$ cat src/rtl/result_fifo_pkg.sv
// Shared ALU-datapath constants and small types used by the result FIFO
// that sits after the shifter stage.
package result_fifo_pkg;

    localparam int RF_DEPTH  = 4;
    localparam int RF_DW     = 4;
    localparam int RF_DROP_W = 4;

    // Per-cycle FIFO operation, decoded from the push/pop qualifiers
    typedef enum logic [1:0] {
        OP_IDLE = 2'b00,
        OP_PUSH = 2'b01,
        OP_POP  = 2'b10,
        OP_BOTH = 2'b11
    } fifo_op_e;

endpackage : result_fifo_pkg

$ cat src/rtl/result_fifo_if.sv
// Handshake bundle between the shifter stage (producer), the result FIFO
// and its consumer.
interface result_fifo_if
    import result_fifo_pkg::*;
#(
    parameter int DEPTH = RF_DEPTH,
    parameter int DW    = RF_DW
);

    logic                       in_valid;
    logic [DW-1:0]              O;
    logic                       Cout;
    logic                       in_ready;
    logic                       out_valid;
    logic                       out_ready;
    logic [DW-1:0]              out_data;
    logic                       out_cout;
    logic                       out_zero;
    logic [$clog2(DEPTH):0]     count;
    logic [RF_DROP_W-1:0]       drop_cnt;

    // Producer/consumer side of the FIFO
    modport master (
        output in_valid, O, Cout, out_ready,
        input  in_ready, out_valid, out_data, out_cout, out_zero, count, drop_cnt
    );

    // The FIFO itself
    modport slave (
        input  in_valid, O, Cout, out_ready,
        output in_ready, out_valid, out_data, out_cout, out_zero, count, drop_cnt
    );

endinterface : result_fifo_if

$ cat src/rtl/result_fifo.sv
// Result FIFO after the shifter: stores {Cout, O} in arrival order, presents
// the head combinationally and counts results offered while full.
module result_fifo
    import result_fifo_pkg::*;
#(
    parameter int DEPTH = RF_DEPTH,
    parameter int DW    = RF_DW
) (
    input  logic            clk,
    input  logic            reset,
    result_fifo_if.slave    bus
);

    localparam int AW = $clog2(DEPTH);
    localparam int CW = AW + 1;

    logic [DW:0]            mem [DEPTH];
    logic [AW-1:0]          wr_ptr_reg, wr_ptr_next;
    logic [AW-1:0]          rd_ptr_reg, rd_ptr_next;
    logic [CW-1:0]          count_reg, count_next;
    logic [RF_DROP_W-1:0]   drop_cnt_reg, drop_cnt_next;

    logic                   full;
    logic                   empty;
    logic                   push;
    logic                   pop;
    logic                   drop;
    logic [DW:0]            head;
    fifo_op_e               op;

    assign full  = (count_reg == CW'(DEPTH));
    assign empty = (count_reg == '0);

    // in_ready depends only on occupancy, so a full FIFO never accepts even
    // when the head is being popped in the same cycle.
    assign push = bus.in_valid && !full;
    assign pop  = bus.out_ready && !empty;
    assign drop = bus.in_valid && full;

    always_comb begin
        op = OP_IDLE;
        unique case ({pop, push})
            2'b01:   op = OP_PUSH;
            2'b10:   op = OP_POP;
            2'b11:   op = OP_BOTH;
            default: op = OP_IDLE;
        endcase
    end

    always_comb begin
        wr_ptr_next   = wr_ptr_reg;
        rd_ptr_next   = rd_ptr_reg;
        count_next    = count_reg;
        drop_cnt_next = drop_cnt_reg;

        unique case (op)
            OP_PUSH: begin
                wr_ptr_next = wr_ptr_reg + AW'(1);
                count_next  = count_reg + CW'(1);
            end
            OP_POP: begin
                rd_ptr_next = rd_ptr_reg + AW'(1);
                count_next  = count_reg - CW'(1);
            end
            OP_BOTH: begin
                wr_ptr_next = wr_ptr_reg + AW'(1);
                rd_ptr_next = rd_ptr_reg + AW'(1);
            end
            default: ;
        endcase

        if (drop && (drop_cnt_reg != '1)) begin
            drop_cnt_next = drop_cnt_reg + RF_DROP_W'(1);
        end
    end

    always_ff @(posedge clk or negedge reset) begin
        if (!reset) begin
            wr_ptr_reg   <= '0;
            rd_ptr_reg   <= '0;
            count_reg    <= '0;
            drop_cnt_reg <= '0;
        end else begin
            wr_ptr_reg   <= wr_ptr_next;
            rd_ptr_reg   <= rd_ptr_next;
            count_reg    <= count_next;
            drop_cnt_reg <= drop_cnt_next;
        end
    end

    // Storage is intentionally left out of reset; clearing the pointers is
    // enough to discard whatever it holds.
    always_ff @(posedge clk) begin
        if (push) begin
            mem[wr_ptr_reg] <= {bus.Cout, bus.O};
        end
    end

    assign head = mem[rd_ptr_reg];

    assign bus.in_ready  = !full;
    assign bus.out_valid = !empty;
    assign bus.out_data  = head[DW-1:0];
    assign bus.out_cout  = head[DW];
    assign bus.out_zero  = (head[DW-1:0] == '0) && !empty;
    assign bus.count     = count_reg;
    assign bus.drop_cnt  = drop_cnt_reg;

endmodule : result_fifo

$ cat src/flat_wrapper.sv
// flat-port wrapper written by rule: the top's interface ports become plain ports
module result_fifo_flat import result_fifo_pkg::*;
#(
    parameter int DEPTH = RF_DEPTH,
    parameter int DW    = RF_DW
)
  (clk, reset, bus_in_valid, bus_O, bus_Cout, bus_out_ready, bus_in_ready, bus_out_valid, bus_out_data, bus_out_cout, bus_out_zero, bus_count, bus_drop_cnt);
  result_fifo_if #(.DEPTH(DEPTH), .DW(DW)) bus_i ();
  input  logic clk;
  input  logic reset;
  input wire logic [$bits(bus_i.in_valid)-1:0] bus_in_valid;
  input wire logic [$bits(bus_i.O)-1:0] bus_O;
  input wire logic [$bits(bus_i.Cout)-1:0] bus_Cout;
  input wire logic [$bits(bus_i.out_ready)-1:0] bus_out_ready;
  output wire logic [$bits(bus_i.in_ready)-1:0] bus_in_ready;
  output wire logic [$bits(bus_i.out_valid)-1:0] bus_out_valid;
  output wire logic [$bits(bus_i.out_data)-1:0] bus_out_data;
  output wire logic [$bits(bus_i.out_cout)-1:0] bus_out_cout;
  output wire logic [$bits(bus_i.out_zero)-1:0] bus_out_zero;
  output wire logic [$bits(bus_i.count)-1:0] bus_count;
  output wire logic [$bits(bus_i.drop_cnt)-1:0] bus_drop_cnt;
  assign bus_i.in_valid = bus_in_valid;
  assign bus_i.O = bus_O;
  assign bus_i.Cout = bus_Cout;
  assign bus_i.out_ready = bus_out_ready;
  assign bus_in_ready = bus_i.in_ready;
  assign bus_out_valid = bus_i.out_valid;
  assign bus_out_data = bus_i.out_data;
  assign bus_out_cout = bus_i.out_cout;
  assign bus_out_zero = bus_i.out_zero;
  assign bus_count = bus_i.count;
  assign bus_drop_cnt = bus_i.drop_cnt;
  result_fifo #(.DEPTH(DEPTH), .DW(DW)) u_core (.clk(clk), .reset(reset), .bus(bus_i));
endmodule
$ cat config.mk
export PLATFORM = sky130hd
export DESIGN_NAME = result_fifo_flat
export DESIGN_NICKNAME = d
export VERILOG_FILES = /design/src/rtl/result_fifo_pkg.sv /design/src/rtl/result_fifo_if.sv /design/src/rtl/result_fifo.sv /design/src/flat_wrapper.sv
export SDC_FILE = /design/constraint.sdc
export NUM_CORES = 1
export LEC_CHECK = 0
export CORE_ASPECT_RATIO = 0.7
export CORE_MARGIN = 2
export CORE_UTILIZATION = 45
export DETAILED_ROUTE_END_ITERATION = 6
export PLACE_DENSITY = 0.7
export SETUP_SLACK_MARGIN = 0.02
export SLEW_MARGIN = 20
export SYNTH_ARGS = -nofsm -noshare
export SYNTH_HDL_FRONTEND = slang
export SYNTH_SLANG_ARGS = --single-unit
$ cat constraint.sdc
create_clock -name clk -period 4.6 [get_ports clk]
set_input_delay 0.92 -clock clk [delete_from_list [all_inputs] [get_ports clk]]
set_output_delay 0.92 -clock clk [all_outputs]
set_load 0.005 [all_outputs]
==> flow_summary.ini <==
[floorplanning]
floorplan.rows = 16
initial_core_util = 0.4815
fp.dieArea_sq_mm = 0.003506
coreArea_sq_mm = 0.002843
die_w_um = 69.92
chipHeight_um = 50.15
floorplan.io_pins = 24

[route]
final_antenna_net_count = 0
post-route-drc-count = 0
drt-wirelength-per-cell_um = 14.83
detail_route.vias_per_cell = 4.886
dr_iter_0_viols = 32
drt_pass1_iterations = 4
totalWireLength_um = 2210
dr_total_vias = 728

[sta]
setup_tns_ns = 0
fin_crit_sh = 0.7253
post-route-min-period_ns = 3.337
tightestPinTransition_ns = 0.5256
hold_viol = 0
final.setup_skew_ns = 0.004628
maxClockFrequency_mhz = 299.7
report.final.setup_viol = 0
report.final.slew_viol_count = 0
setup_repair_after_global_routing_missed_its_margin = false
timing.slew.headroom = 0.6485

[min_path]
hold_class = flip-flop to flip-flop

[place]
detailed_place.area_sq_mm = 0.001625
gp_congestion = 0.7430
placement.io_buffers = 23
dp.final_hpwl_um = 1614

[power_and_ir_drop]
share_clk_of_total_power = 0.184
static-leakage-power_nw = 0.6513
max-vdd-ir-drop_mv = 0.2396
switchingPower_uw = 326.0
pwr-share-comb = 0.381
pwr-share-seq = 0.435
power_density_mw_per_mm2 = 626.6
power_switching_share = 0.3048
internal_power_uw = 743.5

[setup_path]
crit_path_max_fanout = 7
worstSetupStartpointType = flip-flop
worstSetupPathType = flip-flop to primary output
crit_path_cell_chain = mux4_2 -> nor4_1 -> and2_1 -> clkdlybuf4s50_1
worst_path_dominant_cell_family = multiplexers
critPathArrivalTime_ns = 2.42
timing.critical_path.slowest_stage_cell = mux4_2
cp.buffers_inverters = 1
crit_path_end_kind = primary output
critPathMaxStageDelay_ns = 0.57
worst-endpoint-required_ns = 3.68

[global_route]
grt_max_degree = 12
grt_pass1_vias = 790
gr-usage-all-layers = 0.1505
grt_first_pass_wirelength_um = 3850
antenna_found_initial = 0
globalRoute.totalOverflow = 0

[cts]
h-tree-depth = 2
clkLatencyLatePin_ns = 0.28
cts_repair_resize_count = 0
cts_max_path_buffers = 2
cts_post_setup_buffers_inserted = 0
cts.sink_count = 31
clk_pin_slew_worst_paths_ns = 0.06
post_cts_hold_buffer_count = 0
cts_tree = built
cts_root_buffer = clkbuf_8
cts_buffers = 5

[status]
status = complete, no violations

[layout]
fill_cells = 235
final_net_count = 129
fin_area_sq_mm = 0.001707
area_growth_syn_to_layout_pct = 24.68
antenna_cells = 0
post_route_cells_drive_above_1_share = 0.1062
largest_register_ff_count = 20

[logic_synthesis]
synth_top_cells_by_area = edfxtp_1 44%, dfrtp_1 20%, ha_1 6.4%
synth.net_count = 102
syn-instance-count = 85
ys.warnings.count = 0
synth.yosys.seq_area_share = 0.6399
yosys_register_bits = 31
synth.top_cell.area_share = 0.4388
yosysTopAreaCell = edfxtp_1
avgSynthCellArea_sq_um = 16.10
synthDistinctLibCells = 23
synth.cell_area_sq_mm = 0.001369

[job]
timing.max_cap.violations = 0
==> path summary, 6_finish.rpt <==
kind / start / to / slack, ns / cells past startpoint
setup / recovery: u_core.rd_ptr_reg[0]$_DFFE_PN0P_ / bus_out_zero / 1.26 / 4
hold / removal: u_core.bus.drop_cnt[3]$_DFFE_PN0P_ / u_core.bus.drop_cnt[3]$_DFFE_PN0P_ / 0.51 / 1
setup reg to reg: u_core.bus.count[0]$_DFFE_PN0P_ / u_core.bus.count[2]$_DFFE_PN0P_ / 2.37 / 9
hold reg to reg: u_core.bus.drop_cnt[3]$_DFFE_PN0P_ / u_core.bus.drop_cnt[3]$_DFFE_PN0P_ / 0.51 / 1
max in group asynchronous: reset / u_core.wr_ptr_reg[1]$_DFFE_PN0P_ / 3.26 / 1
min in group asynchronous: reset / u_core.bus.count[0]$_DFFE_PN0P_ / 0.98 / 1
==> per-stage QoR <==
step	utilization	total power [mW]	cells	setup WS (ns)	hold WS (ns)
after CTS	0.6004	1.084	149	1.183	0.5052
after floorplan	-	0.6912	85	2.251	0.4883
after detailed placement	0.5717	0.8842	141	1.495	0.4938
after global placement	0.5717	0.8769	141	1.580	0.4958
after global routing	0.6004	1.155	149	1.090	0.5303
final	0.6004	1.069	149	1.263	0.5097
==> power by group through the flow <==
stage / registers (mW) / logic [mW] / clock network [mW]
3_3_place_gp: 0.467 / 0.410 / 0
2_1_floorplan: 0.438 / 0.253 / 0
5_1_grt: 0.481 / 0.460 / 0.213
6_report: 0.465 / 0.408 / 0.196
3_5_place_dp: 0.471 / 0.413 / 0
4_1_cts: 0.467 / 0.416 / 0.202
==> layout make-up <==
type                       count  area [sq um]  area share
clock buffer                   7         76.32     0.04472
clock inverter                 1         5.005    0.002933
inverter                       7         26.28     0.01540
multi-input combinational     44         447.9      0.2625
sequential                    31         875.8      0.5132
tap                           36         45.04     0.02639
timing repair buffer          23         230.2      0.1349
==> cells in the mapped netlist <==
library cell,n
xnor2_1,7
nor2_1,2
nor3b_2,1
nand2_1,1
buf_6,1
mux4_2,3
or3_1,1
mux2_2,2
and3_1,1
ha_1,7
o21ai_0,2
dfrtp_1,11
mux4_1,2
fa_1,1
clkbuf_1,2
nand3_1,2
nor2b_1,1
nor4_1,1
edfxtp_1,20
nand4_1,2
inv_1,7
and2_1,6
xor2_1,2
==> worst reg2reg max path: cells and delay by family (launching register included) <==
family                     cells  cell delay, ns
xor gates and xnor gates       2            0.30
adders and majority gates      2            0.58
and+or+nand+nor                3            0.69
buffers and inverters          2            0.16
DFF                            1            0.43
==> cell families (layout without fill, tap and decap cells) <==
family | Yosys count | after routing | synth area share
and+or+nand+nor | 18 | 18 | 0.07954
xor gates and xnor gates | 9 | 9 | 0.05759
muxes | 7 | 7 | 0.1042
DFF | 31 | 31 | 0.6399
AOI/OAI and AO/OA | 2 | 2 | 0.007313
buffers and inverters | 10 | 38 | 0.03291
adders and majority gates | 8 | 8 | 0.07861
==> routing by layer <==
layer	track usage	part of all wire	wire length, um
met1	0.1992	0.49	1081
met4	0.06731	0.019	42
met2	0.2254	0.45	985
met3	0.05422	0.045	100
met5	0	0	0
==> placed cells by master (no fill, tap or decap), types with 2 or more instances in the layout <==
master | Yosys | final
mux4_1 | 2 | 2
dfrtp_1 | 11 | 11
clkbuf_1 | 2 | 2
and2_1 | 6 | 6
nand4_1 | 2 | 2
nor2_1 | 2 | 2
mux4_2 | 3 | 3
o21ai_0 | 2 | 2
ha_1 | 7 | 7
clkbuf_8 | 0 | 5
mux2_2 | 2 | 2
clkdlybuf4s50_1 | 0 | 23
inv_1 | 7 | 7
nand3_1 | 2 | 2
xnor2_1 | 7 | 7
xor2_1 | 2 | 2
edfxtp_1 | 20 | 20
No activity file was read; power rests on OpenSTA's default activity.
